`src/rtl/l1i_refill_engine.sv`:
```
// ============================================================================
// l1i_refill_engine : L1 I-cache line refill / single-word MMIO read engine
// Revision: 1.0
// ============================================================================
`default_nettype none

module l1i_refill_engine #(
    parameter logic [31:0] MMIO_BASE    = 32'hFFFF_0000,
    parameter int          GUARD_CYCLES = 2
) (
    input  logic         sys_clk,
    input  logic         rst_n,
    input  logic         l1_mmu_req_read,
    input  logic [31:0]  l1_mmu_req_addr,
    output logic         mmu_l1_done,
    output logic [255:0] mmu_l1_read_data,
    output logic         mem_req,
    output logic [31:0]  mem_addr,
    input  logic         mem_rvalid,
    input  logic [31:0]  mem_rdata,
    output logic         busy
);

    typedef enum logic [1:0] {
        S_IDLE  = 2'd0,
        S_FETCH = 2'd1,
        S_DONE  = 2'd2,
        S_GUARD = 2'd3
    } state_t;

    localparam logic [2:0] c_guard_init  = 3'(GUARD_CYCLES);
    localparam logic [2:0] c_last_cached = 3'd7;

    state_t         r_state;
    logic [2:0]     r_word_cnt;
    logic [2:0]     r_guard_cnt;
    logic           r_is_mmio;
    logic [255:0]   r_line;

    logic           w_req_mmio;
    logic [31:0]    w_base;
    logic           w_last_word;
    logic           w_word_accept;
    logic [255:0]   w_line_next;

    assign w_req_mmio    = (l1_mmu_req_addr >= MMIO_BASE);
    assign w_base        = w_req_mmio ? {l1_mmu_req_addr[31:2], 2'b00}
                                      : {l1_mmu_req_addr[31:5], 5'b00000};
    assign w_last_word   = r_is_mmio || (r_word_cnt == c_last_cached);
    // rvalid only counts while a request is outstanding
    assign w_word_accept = mem_req && mem_rvalid;

    always_comb begin
        w_line_next = r_line;
        if (r_is_mmio) begin
            w_line_next = {224'd0, mem_rdata};
        end else begin
            w_line_next[{r_word_cnt, 5'b00000} +: 32] = mem_rdata;
        end
    end

    always_ff @(posedge sys_clk or negedge rst_n) begin
        if (!rst_n) begin
            r_state          <= S_IDLE;
            r_word_cnt       <= 3'd0;
            r_guard_cnt      <= 3'd0;
            r_is_mmio        <= 1'b0;
            r_line           <= 256'd0;
            mmu_l1_done      <= 1'b0;
            mmu_l1_read_data <= 256'd0;
            mem_req          <= 1'b0;
            mem_addr         <= 32'd0;
            busy             <= 1'b0;
        end else begin
            case (r_state)
                S_IDLE: begin
                    if (l1_mmu_req_read) begin
                        r_is_mmio  <= w_req_mmio;
                        mem_addr   <= w_base;
                        mem_req    <= 1'b1;
                        r_word_cnt <= 3'd0;
                        busy       <= 1'b1;
                        r_state    <= S_FETCH;
                    end
                end
                S_FETCH: begin
                    if (w_word_accept) begin
                        r_line <= w_line_next;
                        if (w_last_word) begin
                            mem_req          <= 1'b0;
                            mmu_l1_done      <= 1'b1;
                            mmu_l1_read_data <= w_line_next;
                            r_state          <= S_DONE;
                        end else begin
                            r_word_cnt <= r_word_cnt + 3'd1;
                            mem_addr   <= mem_addr + 32'd4;
                        end
                    end
                end
                S_DONE: begin
                    mmu_l1_done <= 1'b0;
                    r_guard_cnt <= c_guard_init;
                    r_state     <= S_GUARD;
                end
                S_GUARD: begin
                    // L1 still holds its request here while it writes the result
                    r_guard_cnt <= r_guard_cnt - 3'd1;
                    if (r_guard_cnt <= 3'd1) begin
                        busy    <= 1'b0;
                        r_state <= S_IDLE;
                    end
                end
                default: begin
                    busy    <= 1'b0;
                    r_state <= S_IDLE;
                end
            endcase
        end
    end

endmodule

`default_nettype wire
```
`config.mk`:
```
export PLATFORM = sky130hd
export DESIGN_NAME = l1i_refill_engine
export DESIGN_NICKNAME = d
export VERILOG_FILES = /design/src/rtl/l1i_refill_engine.sv
export SDC_FILE = /design/constraint.sdc
export NUM_CORES = 1
export LEC_CHECK = 0
export BUFFER_PORTS_ARGS = -buffer_cell sky130_fd_sc_hd__buf_2
export CORE_MARGIN = 4
export CORE_UTILIZATION = 45
export CTS_BUF_LIST = sky130_fd_sc_hd__clkbuf_2
export DETAILED_ROUTE_END_ITERATION = 8
export PLACE_DENSITY = 0.72
export RECOVER_POWER = 25
export SYNTH_ARGS = -nofsm -noshare
export SYNTH_HDL_FRONTEND = slang
export SYNTH_SLANG_ARGS = --single-unit
export TNS_END_PERCENT = 20
```
`constraint.sdc`:
```
create_clock -name sys_clk -period 3.8 [get_ports sys_clk]
set_input_delay 0.19 -clock sys_clk [delete_from_list [all_inputs] [get_ports sys_clk]]
set_output_delay 0.19 -clock sys_clk [all_outputs]
set_load 0.05 [all_outputs]
```
==> key figures, run 1 <==
Worst setup path
  • CP arrival: 4870 ps
  • Cells along the critical path: buf_4 > ha_1 > ha_1 > or3b_1 > a211oi_4 > buf_4 > mux2i_1 > dlygate4sd3_1 > o311a_1
  • Crit Path Class: flop to flop
  • Crit-path max FO: 45
  • Critical path required time: 5030 ps
  • Slowest stage cell, crit path: dlygate4sd3_1
  • CP Launch Type: flop
  • R2R Setup Slk: between 150 and 200 ps
  • Crit-path max cell delay: 620 ps
  • CP endpoint kind: flop

Power
  • P_sw: 0.00731 W
  • Comb pwr share: 0.360
  • Clk pwr share: 0.236
  • Internal: 0.0104 W
  • Seq pwr share: 0.404
  • LEAKAGE: 15.5 nW
  • Worst VDD drop: 557 uV
  • PwrDens: 587 nW/um^2
  • Sw frac: 0.413

STA
  • Max_slew headroom: -0.217
  • Hold_ws: 209 ps
  • Slew Viols, Final: 340
  • Setup TNS: 0 ps
  • Peak Freq: 275 MHz
  • Unrepaired setup endpoints after global routing: no
  • Post-route minimum period: ~3600 ps
  • Tightest Pin Transition: 1830 ps
  • Final setup margin: 158 ps
  • Period utilization: 0.958
  • Final Hold Fails: 0
  • Final setup violation count: 0
  • Setup Skew: 115 ps

Clock network
  • CTS Buf Count: 148
  • Post-CTS setup buffers: 0
  • Root buffer cell: clkbuf_2
  • Clock latency on the worst-skew pair: 1330 ps
  • Post-CTS Resized: 0
  • Clock Path Buffers: 3
  • Cts hold-fix bufs: 203
  • Clock slew at reported path FFs: around 110 ps
  • TritonCTS Sinks: 554
  • CTS tree: yes
  • H-tree depth: 4

Synth
  • Synth area leaders: dfrtp_1 56%, o21ai_0 7.2%, nand2_1 5.8%
  • Yosys warns: 0
  • Area share of the largest cell type after synthesis: 0.560
  • Yosys top cell by area: dfrtp_1
  • Main synth FF type: dfrtp_1
  • Post-synthesis cell area: around 25000 sq um
  • Register area share after synthesis: 0.560
  • Yosys cell types: 71
  • Avg Synthesized Cell Area: between 10 and 15 sq um
  • Number of synthesized flops with an enable pin: 0
  • Ys async rst share: 1.00
  • Seq cells post-synth: 554
  • Cells after Synth: 2475

Layout
  • Syn-to-layout area delta: 21.8%
  • NumNets Final: roughly 3000
  • Final Util: 0.558
  • Number of fill cells: ~4600
  • Layout cell share with drive strength beyond 1: 0.218

Run
  • Max-cap violations: 6

Status
  • Failing checks: max-capacitance violations, max-slew violations
  • Status: finished, violations left

Global routing
  • Pin count of the biggest net entering global routing: 161
  • Initial antenna violation count: 4
  • First-pass GRT wire length: 133000 um
  • Vias in the first global route: 22800
  • Overflow after GRT: 0
  • Total Routing Usage GR: 0.286

Floorplan
  • Io pins: ~360
  • Core region area: 54100 sq um
  • Die Y: around 240 um
  • Starting density of the core: 0.458
  • Die outline width: 243 um
  • Die area: 58900 sq um
  • Row count: 85

Detailed routing
  • DR WL/cell: 22.6 um
  • Highest metal layer with signal wires: met4
  • Met3 wire len: 7560 um
  • Pre-antenna DRT Iters: 6
  • # DRC: 0
  • WL final: 85500 um
  • Met2 wire len: 38500 um
  • Met1 wire length: 35900 um
  • DR vias: 22700
  • Initial DRC count: between 2000 and 2500
  • Drt via density: 6.01
  • Remaining antenna violation count: 0

Placed design
  • Global placer's final weighted congestion: 0.842
  • Dpl ws: 325 ps
  • Hpwl dp: 48300 um
  • Port bufs: ~350

Min path
  • Hold Path Class: primary input to flop
-- Yosys cell counts, drive strengths merged, types with 33 or more instances --
| library cell | count |
|---|---|
| mux2i | 105 |
| a22oi | 175 |
| a221oi | 33 |
| and3 | 65 |
| dfrtp | 554 |
| a31oi | 39 |
| a22o | 65 |
| nand3 | 85 |
| a21oi | 38 |
| o21ai | 372 |
| nand2 | 383 |
| mux2 | 33 |
| buf | 84 |
| clkbuf | 162 |
| nor2 | 118 |
-- layout make-up --
| cell class | count | area, sq um | share of cell area |
|---|---|---|---|
| well taps | 696 | 871 | 0.0289 |
| diodes | 8 | 20.0 | 0.000663 |
| multi-input cells | 1658 | 9900 | 0.328 |
| clock inverters | 39 | 246 | 0.00817 |
| repair buffers | 603 | 4180 | 0.138 |
| flip-flops and latches | 554 | 13900 | 0.459 |
| clock buffers | 206 | 1030 | 0.0342 |
| inverters | 18 | 67.6 | 0.00224 |
-- flip-flops by register name, summed over array words and instances (netlist names) --
signal            cells
mem_addr             30
mem_req               1
mmu_l1_done           1
busy                  1
mmu_l1_read_data    256
r_state               2
r_line              256
r_guard_cnt           3
r_is_mmio             1
r_word_cnt            3
-- through the flow --
stage | cell area [sq um] | std cells | power, W
2_1_floorplan | 24800 | 2476 | 0.0113
3_3_place_gp | 26900 | 3326 | 0.0128
3_5_place_dp | 26900 | 3326 | 0.0130
4_1_cts | 30300 | 3774 | 0.0177
5_1_grt | 30200 | 3777 | 0.0187
6_report | 30200 | 3782 | 0.0177
-- placed cells by master (no fill, tap or decap), drive strengths merged, types with 19 or more instances in the layout --
master and count:
dfrtp 554, mux2 33, buf 390, dlygate4sd3 202
and3 65, nor2 118, nand2 383, clkinv 34
a31oi 39, a221oi 33, inv 19, clkbuf 217
o21ai 372, mux2i 105, a22oi 175, a22o 65
nand3 85, a21oi 38
-- worst max-delay path: cells and delay by family, from the launching register on --
kind,cells,cell delay [ps]
buffers and inverters,3,1290
adders and majority gates,2,640
and+or+nand+nor,1,530
AOI/OAI and AO/OA,2,500
DFF,1,390
muxes,1,280
-- metal layers --
layer	vias to the layer above	global-route usage
met5	-	0
met4	0	0.126
met3	291	0.0845
met2	1273	0.431
met1	11200	0.387
li1	10000	-
-- kinds of logic (layout without fill, tap and decap cells) --
group | Yosys count | count (layout) | share of synthesized area
compound gates | 775 | 775 | 0.199
simple gates | 729 | 729 | 0.133
flops | 554 | 554 | 0.560
buf+inv | 264 | 866 | 0.0448
mux | 138 | 138 | 0.0574
fa+ha+maj | 13 | 13 | 0.00657
other cells | 1 | 10 | 0.000151
xor+xnor | 1 | 1 | 0.000354
-- worst paths after layout --
kind,from,end,cells after the start
worst max-delay path,r_word_cnt[0],mem_addr[22],9
worst min-delay path,mem_rvalid,r_word_cnt[1],5
worst max register to register,r_word_cnt[0],mem_addr[22],9
worst min register to register,mmu_l1_read_data[121],mmu_l1_read_data[121],2
max in group asynchronous,rst_n,mmu_l1_read_data[154],5
min in group asynchronous,rst_n,r_line[11],5
-- power by group through the flow --
stage                     registers (W)  logic (W)  clock network, W
after floorplan                 0.00817    0.00313                 0
after global placement          0.00717    0.00562                 0
after detailed placement        0.00722    0.00576                 0
after CTS                       0.00711    0.00625           0.00429
after global routing            0.00723    0.00681           0.00462
final                           0.00717    0.00638           0.00418
Note: power is estimated with default switching activity, not from simulation.
==> inputs of run 2 (changes only) <==
--- a/config.mk
+++ b/config.mk
@@ -11,7 +11,6 @@
 export CTS_BUF_LIST = sky130_fd_sc_hd__clkbuf_2
 export DETAILED_ROUTE_END_ITERATION = 8
 export PLACE_DENSITY = 0.72
-export RECOVER_POWER = 25
 export SYNTH_ARGS = -nofsm -noshare
 export SYNTH_HDL_FRONTEND = slang
 export SYNTH_SLANG_ARGS = --single-unit
==> key figures, run 2 (synthesis gave the netlist of run 1 again) <==
Worst setup path
  • Worst r2r path cells: 9
  • R2R Setup Slk: 170 ps
  • CP arrival: 4860 ps
  • CP Launch Type: flop
  • Reg2reg end: mem_addr[22]
  • CP endpoint kind: flop
  • Crit-path max FO: 45
  • Critical path required time: between 5000 and 6000 ps
  • Reg2Reg Launch Point: r_word_cnt[0]
  • Crit Path Class: flop to flop

Clock network
  • H-tree depth: 4
  • Clock Path Buffers: 3
  • Root buffer cell: clkbuf_2
  • CTS tree: yes
  • Clock latency on the worst-skew pair: approximately 1300 ps
  • TritonCTS Sinks: approximately 550
  • CTS Buf Count: roughly 150
  • Post-CTS setup buffers: 0
  • Clock slew at reported path FFs: 110 ps

Layout
  • Commonest cells after routing, fill and taps aside: 553 x dfrtp_1, 381 x nand2_1, 353 x o21ai_0, 353 x buf_2, 206 x clkbuf_2
  • Fin cells: 3787
  • Number of fill cells: between 4000 and 5000
  • Design Area, Final: 30300 sq um
  • Top Registers: mmu_l1_read_data: 256 flops, r_line: 256 flops, mem_addr: 30 flops
  • Final Util: 0.560
  • Layout cell share with drive strength beyond 1: 0.220
  • Commonest non-fill, non-tap cell in the layout: dfrtp_1
  • Syn-to-layout area delta: 22.3%
  • NumNets Final: 3064

Placed design
  • Hpwl dp: 48300 um
  • DP Cell Count: 3326
  • Global placer's final weighted congestion: 0.842
  • DP Area: about 27000 sq um
  • Port bufs: 354

Global routing
  • First-pass GRT wire length: 133000 um
  • Pin count of the biggest net entering global routing: 161
  • Vias in the first global route: around 23000
  • Total Routing Usage GR: 0.286
  • Overflow after GRT: 0
  • Initial antenna violation count: 4

Min path
  • Hold path cells: 5
  • Hold EP: r_word_cnt[1]
  • Hold Path Class: primary input to flop
  • Worst Hold Launch: mem_rvalid

STA
  • Post-route minimum period: 3630 ps
  • Setup TNS: 0 ps
  • Setup Skew: 107 ps
  • Tightest Pin Transition: 1080 ps
  • Max_slew headroom: 0.278
  • Period utilization: 0.955
  • Unrepaired setup endpoints after global routing: no
  • Slew Viols, Final: 0
  • Peak Freq: 275 MHz
  • Final setup violation count: 0
  • Final Hold Fails: 0

Detailed routing
  • DR vias: 22700
  • DR WL/cell: approximately 22 um
  • Remaining antenna violation count: 0
  • Pre-antenna DRT Iters: 8
  • # DRC: 0
  • Drt via density: 6.00
  • WL final: approximately 85000 um
  • Initial DRC count: roughly 2300

Status
  • Status: finished, final reports clean

Power
  • PwrDens: roughly 590 nW/um^2
  • Worst VDD drop: 557 uV
  • LEAKAGE: roughly 16 nW
  • Pwr Total: about 0.018 W

Floorplan
  • Die Y: 243 um
  • Die outline width: 243 um
  • Starting density of the core: 0.458
  • Row count: 85
  • Io pins: about 360
  • Die area: 58900 sq um
  • Core region area: between 50000 and 60000 sq um

Run
  • Max-cap violations: 0
run 2: through the flow:
step / setup WS, ps / hold slack [ps]
2_1_floorplan: 953 / -106
3_5_place_dp: 325 / 368
4_1_cts: 304 / 41.3
6_report: 169 / 224
3_3_place_gp: 513 / 343
5_1_grt: 26.3 / 109
run 2: final cells by class:
class | count | area [sq um] | share of cell area
antenna | 13 | 32.5 | 0.00107
clock buffer | 206 | 1030 | 0.0340
clock inverter | 39 | 246 | 0.00814
inverter | 18 | 67.6 | 0.00223
multi-input combinational | 1658 | 9900 | 0.327
sequential | 554 | 13900 | 0.458
tap | 696 | 871 | 0.0287
timing repair buffer | 603 | 4280 | 0.141
run 2: routing by layer:
metal	global-route usage	vias up	part of all wire
met4	0.126	0	0.041
li1	-	10000	-
met2	0.431	1282	0.45
met5	0	-	0
met3	0.0845	291	0.090
met1	0.387	11100	0.42
run 2: how the worst max path moves through the flow:
stage | start | to | cells after the start
global placement | r_word_cnt[1] | r_line[95] | 7
CTS | r_word_cnt[1] | r_line[79] | 7
global route | r_state[1] | mem_addr[4] | 9
finish | r_word_cnt[0] | mem_addr[22] | 9
floorplan | r_word_cnt[0] | r_line[10] | 11
detailed placement | r_word_cnt[1] | r_line[90] | 7
run 2: what timing repair did:
action | in CTS | in global routing
endpoints found under the hold margin | 1105 | 0
endpoints found under the setup margin | 0 | 0
hold buffers | 203 | 0
resized for setup | 0 | 0
run 2: power by group:
part | switching (W) | internal [W]
Combinational | 0.00417 | 0.00223
Sequential | 0.000622 | 0.00654
Clock | 0.00252 | 0.00165
run 2: worst max-delay path: stages, from the launching register on:
cell and delay (ps):
dfrtp_1 390, buf_4 280, ha_1 350, ha_1 290
or3b_1 530, a211oi_4 330, buf_4 390, mux2i_1 280
dlygate4sd3_1 610, o311a_1 180
